`config.mk`:
```
export PLATFORM = sky130hd
export DESIGN_NAME = des_decrypt
export DESIGN_NICKNAME = d
export VERILOG_FILES = /design/src/rtl/des_pkg.sv /design/src/rtl/des_round.sv /design/src/rtl/des_decrypt.sv
export SDC_FILE = /design/constraint.sdc
export NUM_CORES = 1
export LEC_CHECK = 0
export ABC_AREA = 1
export ABC_CLOCK_PERIOD_IN_PS = 3840
export CAP_MARGIN = 20
export CORE_MARGIN = 2
export CORE_UTILIZATION = 50
export CTS_CLUSTER_DIAMETER = 60
export CTS_CLUSTER_SIZE = 12
export DETAILED_ROUTE_END_ITERATION = 8
export GPL_TIMING_DRIVEN = 1
export PLACE_DENSITY = 0.87
export REMOVE_ABC_BUFFERS = 1
export SETUP_SLACK_MARGIN = 0.15
export SKIP_CTS_REPAIR_TIMING = 1
export SYNTH_ARGS = -nofsm -noshare
export SYNTH_HDL_FRONTEND = slang
export SYNTH_SLANG_ARGS = --single-unit
```
`constraint.sdc`:
```
create_clock -name clk -period 3.84 [get_ports clk]
set_input_delay 0.768 -clock clk [delete_from_list [all_inputs] [get_ports clk]]
set_output_delay 0.768 -clock clk [all_outputs]
set_load 0.005 [all_outputs]
```
`src/rtl/des_pkg.sv`:
```
// Shared DES tables, permutation helpers and state encoding for the DES cores.
// Bit numbering: DES bit n (1-based, MSB first) lives at vector index [W-n] of a [W-1:0] value.
package des_pkg;

    typedef enum logic [1:0] {
        ST_IDLE  = 2'd0,
        ST_ROUND = 2'd1,
        ST_DONE  = 2'd2
    } des_state_t;

    localparam int IP_T [64] = '{
        58, 50, 42, 34, 26, 18, 10,  2, 60, 52, 44, 36, 28, 20, 12,  4,
        62, 54, 46, 38, 30, 22, 14,  6, 64, 56, 48, 40, 32, 24, 16,  8,
        57, 49, 41, 33, 25, 17,  9,  1, 59, 51, 43, 35, 27, 19, 11,  3,
        61, 53, 45, 37, 29, 21, 13,  5, 63, 55, 47, 39, 31, 23, 15,  7};

    localparam int FP_T [64] = '{
        40,  8, 48, 16, 56, 24, 64, 32, 39,  7, 47, 15, 55, 23, 63, 31,
        38,  6, 46, 14, 54, 22, 62, 30, 37,  5, 45, 13, 53, 21, 61, 29,
        36,  4, 44, 12, 52, 20, 60, 28, 35,  3, 43, 11, 51, 19, 59, 27,
        34,  2, 42, 10, 50, 18, 58, 26, 33,  1, 41,  9, 49, 17, 57, 25};

    localparam int E_T [48] = '{
        32,  1,  2,  3,  4,  5,  4,  5,  6,  7,  8,  9,
         8,  9, 10, 11, 12, 13, 12, 13, 14, 15, 16, 17,
        16, 17, 18, 19, 20, 21, 20, 21, 22, 23, 24, 25,
        24, 25, 26, 27, 28, 29, 28, 29, 30, 31, 32,  1};

    localparam int P_T [32] = '{
        16,  7, 20, 21, 29, 12, 28, 17,  1, 15, 23, 26,  5, 18, 31, 10,
         2,  8, 24, 14, 32, 27,  3,  9, 19, 13, 30,  6, 22, 11,  4, 25};

    localparam int PC1_T [56] = '{
        57, 49, 41, 33, 25, 17,  9,  1, 58, 50, 42, 34, 26, 18,
        10,  2, 59, 51, 43, 35, 27, 19, 11,  3, 60, 52, 44, 36,
        63, 55, 47, 39, 31, 23, 15,  7, 62, 54, 46, 38, 30, 22,
        14,  6, 61, 53, 45, 37, 29, 21, 13,  5, 28, 20, 12,  4};

    localparam int PC2_T [48] = '{
        14, 17, 11, 24,  1,  5,  3, 28, 15,  6, 21, 10,
        23, 19, 12,  4, 26,  8, 16,  7, 27, 20, 13,  2,
        41, 52, 31, 37, 47, 55, 30, 40, 51, 45, 33, 48,
        44, 49, 39, 56, 34, 53, 46, 42, 50, 36, 29, 32};

    // Encrypt left-shift schedule; decryption walks it backwards as right rotations.
    localparam int ENC_SHIFT [16] = '{1, 1, 2, 2, 2, 2, 2, 2, 1, 2, 2, 2, 2, 2, 2, 1};

    // Row r of box s at index 4*s+r; column 0 is the most significant nibble.
    localparam logic [63:0] S_T [32] = '{
        64'hE4D12FB83A6C5907, 64'h0F74E2D1A6CB9538, 64'h41E8D62BFC973A50, 64'hFC8249175B3EA06D,
        64'hF18E6B34972DC05A, 64'h3D47F28EC01A69B5, 64'h0E7BA4D158C6932F, 64'hD8A13F42B67C05E9,
        64'hA09E63F51DC7B428, 64'hD70934A6285ECBF1, 64'hD6498F30B12C5AE7, 64'h1AD069874FE3B52C,
        64'h7DE3069A1285BC4F, 64'hD8B56F03472C1AE9, 64'hA690CB7DF13E5284, 64'h3F06A1D8945BC72E,
        64'h2C417AB6853FD0E9, 64'hEB2C47D150FA3986, 64'h421BAD78F9C5630E, 64'hB8C71E2D6F09A453,
        64'hC1AF92680D34E75B, 64'hAF427C9561DE0B38, 64'h9EF528C3704A1DB6, 64'h432C95FABE17608D,
        64'h4B2EF08D3C975A61, 64'hD0B7491AE35C2F86, 64'h14BDC37EAF680592, 64'h6BD814A7950FE23C,
        64'hD2846FB1A93E50C7, 64'h1FD8A374C56B0E92, 64'h7B419CE206ADF358, 64'h21E74A8DFC90356B};

    function automatic logic [63:0] perm_ip(input logic [63:0] din);
        logic [63:0] dout;
        dout = '0;
        for (int k = 0; k < 64; k++) dout[6'(63 - k)] = din[6'(64 - IP_T[k])];
        return dout;
    endfunction

    function automatic logic [63:0] perm_fp(input logic [63:0] din);
        logic [63:0] dout;
        dout = '0;
        for (int k = 0; k < 64; k++) dout[6'(63 - k)] = din[6'(64 - FP_T[k])];
        return dout;
    endfunction

    function automatic logic [47:0] perm_e(input logic [31:0] din);
        logic [47:0] dout;
        dout = '0;
        for (int k = 0; k < 48; k++) dout[6'(47 - k)] = din[5'(32 - E_T[k])];
        return dout;
    endfunction

    function automatic logic [31:0] perm_p(input logic [31:0] din);
        logic [31:0] dout;
        dout = '0;
        for (int k = 0; k < 32; k++) dout[5'(31 - k)] = din[5'(32 - P_T[k])];
        return dout;
    endfunction

    function automatic logic [55:0] perm_pc1(input logic [63:0] din);
        logic [55:0] dout;
        dout = '0;
        for (int k = 0; k < 56; k++) dout[6'(55 - k)] = din[6'(64 - PC1_T[k])];
        return dout;
    endfunction

    function automatic logic [47:0] perm_pc2(input logic [55:0] din);
        logic [47:0] dout;
        dout = '0;
        for (int k = 0; k < 48; k++) dout[6'(47 - k)] = din[6'(56 - PC2_T[k])];
        return dout;
    endfunction

    function automatic logic [3:0] sbox(input logic [2:0] box, input logic [5:0] b);
        logic [63:0] rowv;
        rowv = S_T[{box, b[5], b[0]}];
        rowv = rowv >> {4'd15 - b[4:1], 2'b00};
        return rowv[3:0];
    endfunction

    function automatic logic [31:0] des_f(input logic [31:0] r, input logic [47:0] k);
        logic [47:0] x;
        logic [31:0] s;
        x = perm_e(r) ^ k;
        s = '0;
        for (int i = 0; i < 8; i++) s = {s[27:0], sbox(3'(i), 6'(x >> (42 - 6 * i)))};
        return perm_p(s);
    endfunction

    function automatic logic [27:0] rot_right28(input logic [27:0] v, input int amt);
        logic [27:0] res;
        res = v;
        if (amt == 1) res = {v[0], v[27:1]};
        else if (amt == 2) res = {v[1:0], v[27:2]};
        return res;
    endfunction

endpackage

```
`src/rtl/des_round.sv`:
```
// One combinational DES Feistel round: L' = R, R' = L xor f(R, K).
module des_round
    import des_pkg::*;
(
    input  logic [31:0] l,
    input  logic [31:0] r,
    input  logic [47:0] subkey,
    output logic [31:0] l_next,
    output logic [31:0] r_next
);

    always_comb begin
        l_next = r;
        r_next = l ^ des_f(r, subkey);
    end

endmodule

```
`src/rtl/des_decrypt.sv`:
```
// Iterative DES decryption: one Feistel round per clock, subkeys K16..K1 derived
// on the fly by rotating C/D right (PC1 output already equals C16/D16).
module des_decrypt
    import des_pkg::*;
#(
    parameter int ROUNDS = 16
) (
    input  logic        clk,
    input  logic        rst_n,
    input  logic        start,
    input  logic [0:63] cipherText,
    input  logic [0:63] key,
    output logic [63:0] decrypted,
    output logic        completed,
    output logic        busy
);

    localparam logic [3:0] LAST_ROUND = 4'(ROUNDS - 1);

    des_state_t  state, next_state;
    logic [3:0]  round_cnt;
    logic [31:0] l_q, r_q, l_next, r_next;
    logic [27:0] c_q, d_q;
    logic [47:0] subkey;
    logic [63:0] ct_val, key_val, ip_val;
    logic [55:0] pc1_val;
    logic        accept, last_round;
    int          rot_amt;

    always_comb begin
        ct_val     = cipherText;
        key_val    = key;
        ip_val     = perm_ip(ct_val);
        pc1_val    = perm_pc1(key_val);
        subkey     = perm_pc2({c_q, d_q});
        accept     = start && (state != ST_ROUND);
        last_round = (state == ST_ROUND) && (round_cnt == LAST_ROUND);
        // After round i the key state steps back by DES round (17-i)'s shift.
        rot_amt    = ENC_SHIFT[4'd15 - round_cnt];
    end

    des_round u_round (
        .l      (l_q),
        .r      (r_q),
        .subkey (subkey),
        .l_next (l_next),
        .r_next (r_next)
    );

    always_ff @(posedge clk or negedge rst_n) begin
        if (!rst_n) state <= ST_IDLE;
        else        state <= next_state;
    end

    always_comb begin
        next_state = state;
        case (state)
            ST_IDLE, ST_DONE: if (start) next_state = ST_ROUND;
            ST_ROUND:         if (round_cnt == LAST_ROUND) next_state = ST_DONE;
            default:          next_state = ST_IDLE;
        endcase
    end

    always_ff @(posedge clk or negedge rst_n) begin
        if (!rst_n) begin
            l_q       <= '0;
            r_q       <= '0;
            c_q       <= '0;
            d_q       <= '0;
            round_cnt <= '0;
            decrypted <= '0;
            completed <= 1'b0;
            busy      <= 1'b0;
        end else if (accept) begin
            l_q       <= ip_val[63:32];
            r_q       <= ip_val[31:0];
            c_q       <= pc1_val[55:28];
            d_q       <= pc1_val[27:0];
            round_cnt <= '0;
            completed <= 1'b0;
            busy      <= 1'b1;
        end else if (state == ST_ROUND) begin
            l_q       <= l_next;
            r_q       <= r_next;
            c_q       <= rot_right28(c_q, rot_amt);
            d_q       <= rot_right28(d_q, rot_amt);
            round_cnt <= round_cnt + 4'd1;
            if (last_round) begin
                // Halves are swapped back before the final permutation.
                decrypted <= perm_fp({r_next, l_next});
                completed <= 1'b1;
                busy      <= 1'b0;
            end
        end
    end

endmodule

```
# After elaboration in Yosys (flattened, before gate mapping)
# Memory sizes are Yosys's and may differ from the RTL's.
# Cells that the tools add are included.
# Widths: inputs -> output; s select.
# classes
add_sub_neg	6
mul	0
div_mod_pow	0
magnitude_cmp	5
n_eq_ne	8
shifts	4
muxes	29
n_bitwise	8
n_reduce_logical	11
# op_table
operator	n
$mux 64	8
$mux 32	6
$shr 64x6->3	2
$mux 28	4
$shr 64x6->2	1
$shr 64x6->4	1
$eq 32x2->1 const B	1
$eq 32x3->1 const B	1
$xor 32x16->32	1
$ge 6x6->1 const B	4
$not 5->6	4
$xor 24x24->24	1
$sub 4x4->4 const A	5
$mux 4	2
$mux 1	6
$reduce_and 2->1	3
$ge 5x5->1 const B	1
$not 4->5	1
$add 4x1->4 const B	1
$eq 4x4->1 const B	1
$mux 2	2
$ne 2x2->1 const B	2
$pmux 2 s2	1
$reduce_bool 2->1	2
9 further kinds	10
# totals
ff_bits	116
latch_bits	0
mem_bits_rw	0
romBits	8704
output_inout_bits	66
memories	5
# memory_table
name	words	word_bits	rd	rd_clocked_by_memory_dff	wr	line	source
(no name shown)	32	64	1	0	0	des_pkg.sv:103	rowv = S_T[{box, b[5], b[0]}];
(no name shown)	32	64	1	0	0	des_pkg.sv:103	
(no name shown)	32	64	1	0	0	des_pkg.sv:103	
(no name shown)	32	64	1	0	0	des_pkg.sv:103	
(no name shown)	16	32	1	0	0	des_decrypt.sv:39	rot_amt = ENC_SHIFT[4'd15 - round_cnt];

# Longest topological paths before layout
# Gate-level depths: netlist of run 1.
# depth
depth_word	10
ltp_mapped	17
ltp_nobuf	17

# By module
# From an unflattened synthesis of run 1, not the netlist that was laid out.
# hier_totals
cells_unflattened	1267
hier_area_um2	9106.2
# modules_own_cells
mod	n_inst	cells_each	area_each_um2
des_decrypt	1	924	7204.4
des_round	1	343	1901.8

# Worst setup path before layout of run 1
# Ideal clock, no wire load.
# synth_path
path_type	flip-flop to flip-flop
from	reg r_q[4]
to	reg r_q[5]
setup_ns	0.123
arrival_time_ns	1.729
required_ns	3.717
path_slack_ns	1.988
stages_incl_launch_ff	14
n_path_buf	0
period_less_slack_ns	1.852
cell_sequence	dfrtp_1 -> xnor2_1 -> inv_1 -> ha_1 -> nand2_1 -> nand2_1 -> nand2_1 -> nand2_1 -> nand2_1 -> nand2_1 -> nand2_1 -> nand2_1 -> o21ai_0 -> nand2_1
# synth_between
elab_chain_cells	9
# synth_rtl
element	line	source
from (decl)	des_decrypt.sv:22	logic [31:0] l_q, r_q, l_next, r_next;
from (signal assigned)	des_decrypt.sv:76	r_q <= ip_val[31:0];
from (signal assigned)	des_decrypt.sv:84	r_q <= r_next;
$xor 24x24->24	des_pkg.sv:111	x = perm_e(r) ^ k;
$not 5->6 (implied by the code)	des_pkg.sv:103	
$mem_v2 32x64	--	
$mux 64 (implied by the code) (2 in series)	des_pkg.sv:103	
$shr 64x6->3	des_pkg.sv:104	rowv = rowv >> {4'd15 - b[4:1], 2'b00};
$xor 32x16->32	des_round.sv:14	r_next = l ^ des_f(r, subkey);
$mux 32	des_decrypt.sv:82	end else if (state == ST_ROUND) begin
$mux 32	des_decrypt.sv:74	end else if (accept) begin
# Every way passes these cells. The select of a mux whose other input is x is not followed.
# A chain may end at the register's enable or synchronous reset.

# Worst setup path in the final report of run 1
# layout_path
from	reg state[0]
to	reg busy
# layout_between
elab_chain_cells	4
elab_cells_between_ends	8
classes_between	eq/ne (2); mux (1); reduce/logical (5)
# layout_rtl
element	line	source
from (decl)	des_decrypt.sv:20	des_state_t state, next_state;
from (signal assigned)	des_decrypt.sv:52	else state <= next_state;
$ne 2x1->1 or $eq 2x1->1 (tied branches)	des_decrypt.sv:36, des_decrypt.sv:37, des_decrypt.sv:82	
$logic_and 1x1->1, on equally long branches	des_decrypt.sv:36, des_decrypt.sv:37	
$reduce_bool 2->1 (no source line)	--	
$reduce_and 2->1 (no source line)	--	
to (signal assigned)	des_decrypt.sv:73	busy <= 1'b0;
to (signal assigned)	des_decrypt.sv:81	busy <= 1'b1;
to (signal assigned)	des_decrypt.sv:92	busy <= 1'b0;
to (decl)	des_decrypt.sv:15	output logic busy
# Several ways; a longest one is shown, not always the timed one.

==> results of run 1 <==
==> kinds of logic after synthesis <==
logic type	after synthesis	synth area share, %
xor gates and xnor gates	17	2.869
and+or+nand+nor	265	19.75
AOI/OAI and AO/OA	166	18.31
other	1	0.06564
adders and majority gates	22	4.818
DFF	87	38.11
buffers and inverters	167	16.08
==> layout make-up <==
cell class              instances  share of cell area (%)
clock inverters                 7                  0.8923
multi-input cells             518                   44.28
clock buffers                   9                   3.569
flip-flops and latches         87                   34.50
inverters                      88                   5.314
repair buffers                 54                   8.606
well taps                     143                   2.836
==> Yosys cell counts (all sizes together) (2+ instances only) <==
library cell / number / area (µm²)
nor2: 22 / 108.9
o221ai: 6 / 52.55
nand4: 2 / 12.51
o21bai: 2 / 15.01
clkbuf: 6 / 23.77
o22ai: 12 / 75.07
dfrtp: 87 / 2177
o21ai: 88 / 504.2
o211ai: 18 / 195.2
buf: 73 / 559.3
inv: 87 / 331.6
a21oi: 39 / 195.2
ha: 22 / 275.3
xnor2: 15 / 146.4
nand3: 60 / 315.3
xor2: 2 / 17.52
nand2: 178 / 673.1
==> state kept, by name (all words and copies together) (netlist names) <==
signal	flops
completed	1
d_q	28
busy	1
state	2
round_cnt	4
l_q	15
decrypted	16
r_q	20
==> critical path, stage by stage (launching register included) <==
cell	delay, ns
dfrtp_1	0.39
inv_2	0.11
nor2_8	0.08
inv_1	0.52
nor2_1	0.19
inv_1	0.73
o21ai_0	0.21
inv_1	0.09
==> final timing paths <==
check,to,cells past startpoint,slack (ns)
max,busy,7,1.43
min,l_q[31],1,0.27
max reg2reg,busy,7,1.43
min reg2reg,decrypted[7],2,0.49
max in group asynchronous,r_q[10],2,2.97
min in group clk,decrypted[7],2,0.49
==> stage by stage <==
stage	hold slack (ns)	util [%]	power, µW
5_1_grt	0.2754	55.98	7033
2_1_floorplan	0.4534	-	4513
3_3_place_gp	0.4670	53.24	5369
3_5_place_dp	0.4767	53.24	5504
4_1_cts	0.4952	55.73	6398
6_report	0.2678	55.98	6419
==> power by group <==
part           internal [µW]  switching, µW  total (µW)
Clock                    445            380         825
Sequential              1340            356        1700
Combinational           1450           2450        3890
==> metal layers <==
| layer | vias to the layer above | wire length [µm] | GRT usage (%) |
|---|---|---|---|
| li1 | 2334 | - | - |
| met1 | 2212 | 5497 | 27.04 |
| met2 | 178 | 5908 | 33.54 |
| met3 | 31 | 745 | 3.335 |
| met4 | 0 | 371 | 8.167 |
| met5 | - | 0 | 0 |
==> results.json, run 1 <==
{
  "status": "finished, final reports clean",
  "clock_path_buffers": 2,
  "finalCritPeriodShare_pct": 62.72,
  "post_drt_wl_per_cell_um": 13.82,
  "drt_iter0_drc": 312,
  "grt_pass1_vias": 4410,
  "cts_tree": "yes",
  "final-seq-area_um2": 2177,
  "wl_um": 12520,
  "core_um2": 11270,
  "pre_cts_ws_ns": 1.164,
  "mostFrequentLayoutCell": "nand2_1",
  "vias": 4755,
  "slew_headroom_pct": 37.28,
  "numCtsBuffers": 9,
  "ioPinCount": 197,
  "place.gp.congestion": 0.9044,
  "overflow": 0,
  "syn-cell-area_um2": 5713,
  "period_minus_slack_ns": 2.409,
  "clk_latency_ns": 0.34,
  "num_rows": 39,
  "clk_pin_slew_ns": 0.07,
  "grt_usage_pct": 20.41,
  "finalSetupViolations": 0,
  "yosysWarningCount": 0,
  "dieArea_um2": 12300,
  "max_freq_ghz": 0.4152,
  "drv_cap": 0,
  "fin_cells": 906,
  "hold_path_class": "input port to async pin",
  "layout_setup_ws_ns": 1.431,
  "crit_type": "flip-flop to flip-flop",
  "yosysSeqAreaShare_pct": 38.11,
  "cts_max_level": 3,
  "antenna_found_initial": 0,
  "ir_drop_uv": 587.0,
  "ant_nets": 0,
  "finalHoldViolCount": 0,
  "mostFrequentLayoutCells": "nand2_1 (176), dfrtp_1 (87), inv_1 (83)",
  "ys_seq_elements": 87,
  "dp_hpwl_um": 8329,
  "async_flop_share_pct": 100.0,
  "die_x_um": 110.9,
  "port_buffers": 48,
  "dp.cells": 889,
  "fin_tns_setup_ns": 0,
  "worst_slew_pin_slew_ns": 0.9398,
  "r2r-start": "state[0]",
  "crit_required_ns": 4.12,
  "design_area_um2": 6310,
  "area_growth_pct": 10.45,
  "synth-edff-count": 0,
  "critPathLaunchType": "flip-flop",
  "grt_first_pass_wirelength_um": 20810,
  "cp_max_fo": 33,
  "yosysUniqueCellTypes": 40,
  "drv_slew": 0,
  "dr.pass1.iters": 5,
  "n_fill_cell": 984,
  "syn_avg_cell_area_um2": 7.880,
  "start_util_pct": 50.68,
  "critPathLaunch": "state[0]",
  "dpl-instance-area_um2": 6001,
  "p_per_area_nw_per_um2": 1017,
  "die_h_um": 110.9,
  "grt_setup_unrepaired": "false",
  "layout-drive-gt1-share_pct": 8.519,
  "cts_root_buf": "clkbuf_16",
  "cts_num_sinks": 87,
  "leakagePower_uw": 0.003098,
  "endpoint_kind": "flip-flop",
  "arrival_ns": 2.69,
  "via_per_inst": 5.248,
  "skew_ns": 0.008115,
  "num-nets-final": 911,
  "synthFlopType": "dfrtp_1",
  "n_antenna_cell": 0,
  "syn_inst": 725,
  "grt_max_degree": 88,
  "multi_input_area_um2": 2794,
  "drc": 0
}
(Power assumes the default switching activity.)
==> run 2: changes to the inputs <==
--- a/config.mk
+++ b/config.mk
@@ -6,15 +6,15 @@
 export NUM_CORES = 1
 export LEC_CHECK = 0
 export ABC_AREA = 1
-export ABC_CLOCK_PERIOD_IN_PS = 3840
+export ABC_CLOCK_PERIOD_IN_PS = 2350
 export CAP_MARGIN = 20
 export CORE_MARGIN = 2
-export CORE_UTILIZATION = 50
+export CORE_UTILIZATION = 46
 export CTS_CLUSTER_DIAMETER = 60
 export CTS_CLUSTER_SIZE = 12
 export DETAILED_ROUTE_END_ITERATION = 8
 export GPL_TIMING_DRIVEN = 1
-export PLACE_DENSITY = 0.87
+export PLACE_DENSITY = 0.81
 export REMOVE_ABC_BUFFERS = 1
 export SETUP_SLACK_MARGIN = 0.15
 export SKIP_CTS_REPAIR_TIMING = 1
==> constraint.sdc (replaced) <==
create_clock -name clk -period 2.35 [get_ports clk]
set_input_delay 0.47 -clock clk [delete_from_list [all_inputs] [get_ports clk]]
set_output_delay 0.47 -clock clk [all_outputs]
set_load 0.005 [all_outputs]
==> run 2 against run 1 <==
Against the previous run:
- sequential power increased by 64%
- critical endpoint is now r_q[10]
- worst hold slack worse by 0.14 ns
- sequential cell count unchanged
- power increased by 67%
- utilization decreased by 2.4 points
==> results.json, run 2 (synthesis gave the netlist of run 1 again) <==
{
  "finalCritPeriodShare_pct": 85.75,
  "r2r-start": "d_q[3]",
  "antenna_found_initial": 0,
  "finalSetupViolations": 0,
  "num-nets-final": 921,
  "core_um2": 12060,
  "grt_max_degree": 57,
  "via_per_inst": 5.081,
  "arrival_ns": 2.25,
  "grt_pass1_vias": 4553,
  "die_x_um": 115.4,
  "port_buffers": 48,
  "drv_cap": 0,
  "ioPinCount": 197,
  "numCtsBuffers": 9,
  "clock_path_buffers": 2,
  "worst-path-stages": 13,
  "cts_max_level": 3,
  "multi_input_area_um2": 2804,
  "n_fill_cell": 1141,
  "drt_iter0_drc": 263,
  "p_per_area_nw_per_um2": 1659,
  "worst_slew_pin_slew_ns": 0.5954,
  "slowest_delay_ns": 0.46,
  "path_delay_family": "simple AND/OR/NAND/NOR gates",
  "ir_drop_uv": 1210,
  "dp_hpwl_um": 8583,
  "cts_tree": "yes",
  "status": "finished, final reports clean",
  "grt_usage_pct": 19.87,
  "critPathMostFrequentCell": "nand2_1",
  "final-seq-area_um2": 2178,
  "largest_register_ffs": 28,
  "reg_top3": "d_q (28), r_q (20), decrypted (16)",
  "cts_num_sinks": 87,
  "dr.pass1.iters": 4,
  "layout-drive-gt1-share_pct": 10.09,
  "skew_ns": 0.008808,
  "top_register": "d_q",
  "grt_setup_unrepaired": "false",
  "clk_pin_slew_ns": 0.07,
  "cts_root_buf": "clkbuf_16",
  "drc": 0,
  "dpl-instance-area_um2": 6095,
  "hold_ws_ns": 0.1279,
  "num_rows": 40,
  "grt_first_pass_wirelength_um": 21120,
  "finalHoldViolCount": 0,
  "crit_chain": "xnor2_2 -> inv_1 -> ha_1 -> inv_1 -> nand2_1 -> nand3_1 -> nand3_1 -> nand2_1 -> nand2_1 -> nand2_1 -> nand2_1 -> nand3_1 -> nand2_1",
  "r2r-end": "r_q[10]",
  "mostFrequentLayoutCells": "nand2_1 (176), dfrtp_1 (86), inv_1 (82)",
  "ff2ff_path_depth": 13,
  "area_growth_pct": 13.12,
  "start_util_pct": 47.37,
  "cp_slowest_cell": "dfrtp_2",
  "r2r_slack_ns": 0.33,
  "critPathLaunchType": "flip-flop",
  "crit_buf_inv": 2,
  "vias": 4781,
  "leakagePower_uw": 0.003160,
  "mostFrequentLayoutCell": "nand2_1",
  "crit_required_ns": 2.59,
  "place.gp.congestion": 0.9152,
  "design_area_um2": 6462,
  "clk_latency_ns": 0.35,
  "wl_um": 12660,
  "cp_max_fo": 5,
  "drv_slew": 0,
  "period_minus_slack_ns": 2.015,
  "post_drt_wl_per_cell_um": 13.45,
  "hold_path_class": "input port to async pin",
  "n_antenna_cell": 0,
  "overflow": 0,
  "slew_headroom_pct": 60.31,
  "crit_type": "flip-flop to flip-flop",
  "die_h_um": 115.4,
  "dieArea_um2": 13330,
  "max_freq_ghz": 0.4963,
  "ant_nets": 0,
  "endpoint_kind": "flip-flop"
}
## run 2: worst max path at each step
stage	from	end
final	d_q[3]	r_q[10]
after global routing	d_q[3]	r_q[10]
after CTS	r_q[3]	r_q[10]
after detailed placement	start	d_q[3]
after global placement	start	d_q[3]
after floorplan	round_cnt[0]	d_q[0]
## run 2: layer usage
metal	wire [µm]	vias to the layer above	GRT usage [%]
met2	5863	143	32.16
li1	-	2356	-
met5	0	-	0
met4	281	0	6.667
met1	5774	2255	26.16
met3	736	27	5.021
## run 2: layout make-up
| cell class | count | share of cell area [%] |
|---|---|---|
| multi-input combinational | 518 | 43.39 |
| sequential | 87 | 33.71 |
| timing repair buffer | 63 | 9.526 |
| inverter | 88 | 5.247 |
| clock buffer | 11 | 3.756 |
| tap | 168 | 3.253 |
| clock inverter | 5 | 1.007 |
| timing repair inverter | 1 | 0.1162 |
## run 2: power breakdown
| part | switching [µW] | total (µW) | internal (µW) |
|---|---|---|---|
| registers | 585 | 2780 | 2200 |
| logic | 3960 | 6440 | 2480 |
| clock network | 627 | 1490 | 865 |
## run 2: per-stage QoR
step	power (µW)	instances	util, %	TNS (ns)	setup slack [ns]
6_report	10720	941	53.58	0	0.3349
5_1_grt	11800	941	53.58	0	0.1557
4_1_cts	10650	935	53.08	0	0.3239
3_5_place_dp	9093	919	50.53	0	0.2705
3_3_place_gp	8909	919	50.53	0	0.2877
2_1_floorplan	7375	693	-	-1.744	-0.1160
==> run 3: changes to the inputs <==
--- a/config.mk
+++ b/config.mk
@@ -9,12 +9,14 @@
 export ABC_CLOCK_PERIOD_IN_PS = 2350
 export CAP_MARGIN = 20
 export CORE_MARGIN = 2
-export CORE_UTILIZATION = 46
+export CORE_UTILIZATION = 47
+export CTS_BUF_LIST = sky130_fd_sc_hd__clkbuf_4
 export CTS_CLUSTER_DIAMETER = 60
 export CTS_CLUSTER_SIZE = 12
 export DETAILED_ROUTE_END_ITERATION = 8
 export GPL_TIMING_DRIVEN = 1
-export PLACE_DENSITY = 0.81
+export PLACE_DENSITY = 0.83
+export RECOVER_POWER = 25
 export REMOVE_ABC_BUFFERS = 1
 export SETUP_SLACK_MARGIN = 0.15
 export SKIP_CTS_REPAIR_TIMING = 1
==> run 3 against run 2 <==
Against the previous run:
- fmax is 0.76% lower
- sequential share of layout area grew 1.1 points
- combinational power is essentially flat
==> results.json, run 3 (synthesis gave the netlist of run 1 again) <==
{
  "status": "finished, final reports clean",
  "num_rows": 40,
  "ant_nets": 0,
  "dieArea_um2": 13050,
  "leakagePower_uw": 0.003095,
  "drv_cap": 0,
  "vias": 4786,
  "ioPinCount": 197,
  "dp_hpwl_um": 8696,
  "r2r-end": "r_q[3]",
  "grt_pass1_vias": 4384,
  "critPathLaunchType": "flip-flop",
  "top_layer": "met4",
  "finalCritPeriodShare_pct": 86.40,
  "n_fill_cell": 1132,
  "num-nets-final": 924,
  "area_growth_pct": 9.636,
  "period_minus_slack_ns": 2.030,
  "clk_pin_slew_ns": 0.14,
  "drv_slew": 0,
  "slew_headroom_pct": 32.86,
  "wl_met2_um": 5707,
  "power_uw": 10110,
  "start_util_pct": 47.76,
  "core_um2": 11960,
  "ff2ff_path_depth": 15,
  "die_x_um": 114.3,
  "port_buffers": 48,
  "cp_max_fo": 4,
  "worst_slew_pin_slew_ns": 1.007,
  "pre_cts_ws_ns": 0.1577,
  "post_drt_wl_per_cell_um": 13.38,
  "skew_ns": 0.02295,
  "hold_path_class": "flip-flop to flip-flop",
  "endpoint_kind": "flip-flop",
  "clock_path_buffers": 2,
  "r2r_slack_ns": 0.32,
  "cts_tree": "yes",
  "mostFrequentLayoutCell": "nand2_1",
  "layout-drive-gt1-share_pct": 9.794,
  "top_register": "d_q",
  "wl_um": 12350,
  "wl_met3_um": 775,
  "mostFrequentLayoutCells": "nand2_1 (176), dfrtp_1 (87), inv_1 (83)",
  "antenna_found_initial": 0,
  "ir_drop_uv": 746.2,
  "p_per_area_nw_per_um2": 1614,
  "grt_usage_pct": 19.91,
  "cts_max_level": 3,
  "hold_path_depth": 2,
  "drt_iter0_drc": 299,
  "place.gp.congestion": 0.9441,
  "drc": 0,
  "via_per_inst": 5.185,
  "drt-met1-wl_um": 5612,
  "max_freq_ghz": 0.4925,
  "crit_required_ns": 2.72,
  "r2r-start": "d_q[26]",
  "dr.pass1.iters": 7,
  "arrival_ns": 2.40,
  "layout_setup_ws_ns": 0.3196,
  "grt_max_degree": 57,
  "clk_latency_ns": 0.46,
  "finalSetupViolations": 0,
  "grt_first_pass_wirelength_um": 20670,
  "n_antenna_cell": 0,
  "cts_root_buf": "clkbuf_4",
  "die_h_um": 114.3,
  "hold_start": "decrypted[25]",
  "final_util_pct": 52.36,
  "numCtsBuffers": 9,
  "finalHoldViolCount": 0,
  "reg_top3": "d_q (28), r_q (20), decrypted (16)",
  "crit_type": "flip-flop to flip-flop",
  "hold_path_end": "decrypted[25]",
  "overflow": 0,
  "largest_register_ffs": 28,
  "cts_num_sinks": 87,
  "grt_setup_unrepaired": "false"
}
==> run 3: changes by cell type in the layout (fill, tap and decap cells not counted), moves of 2 or more <==
cell       delta
clkbuf_2      +2
clkbuf_4     +10
buf_4         +2
clkbuf_16     -9
==> run 3: per-stage QoR <==
| step | hold slack, ns | std cells | instance area (µm²) | TNS [ns] |
|---|---|---|---|---|
| after floorplan | 0.1744 | 693 | 5306 | -1.744 |
| after global placement | 0.4658 | 901 | 6091 | 0 |
| after detailed placement | 0.4749 | 901 | 6091 | 0 |
| after CTS | -0.03728 | 917 | 6233 | 0 |
| after global routing | 0.5238 | 923 | 6264 | 0 |
| final | 0.5020 | 923 | 6264 | 0 |
==> run 3: cell type report <==
type / count / area (µm²) / share of cell area (%)
timing repair buffer: 67 / 630.6 / 10.07
inverter: 88 / 335.3 / 5.354
clock buffer: 10 / 75.07 / 1.199
sequential: 87 / 2177 / 34.76
clock inverter: 6 / 67.56 / 1.079
multi-input combinational: 518 / 2794 / 44.61
tap: 147 / 183.9 / 2.936
==> run 3: power by group <==
group / switching [µW] / internal [µW]
Sequential: 571 / 2190
Clock: 555 / 342
Combinational: 3930 / 2530
Total: 5060 / 5060
==> run 3: worst max-delay path by stage <==
stage,end,startpoint,slack [ns],cells after the start
global placement,d_q[1],start,0.19,9
global route,d_q[19],rst_n,0.15,3
detailed placement,d_q[1],start,0.16,9
CTS,d_q[22],round_cnt[0],0.28,8
finish,r_q[3],d_q[26],0.32,15
floorplan,d_q[0],round_cnt[0],-0.12,10
==> run 3: worst max-delay path, stage by stage, from the launching register on <==
cell	delay [ns]
dfrtp_1	0.44
inv_1	0.12
nand2_1	0.11
nand2_1	0.12
ha_1	0.30
inv_1	0.09
nand2_1	0.07
nand3_1	0.08
nand2_1	0.05
o21bai_1	0.16
o21ai_0	0.08
nand2_1	0.10
nand2_1	0.07
nand2_1	0.05
nand3_1	0.06
nand2_1	0.05
==> run 3: layer usage <==
layer  global-route usage [%]  vias up
li1                         -     2370
met1                    27.03     2230
met2                    31.39      165
met3                    4.129       21
met4                    7.724        0
met5                        0        -
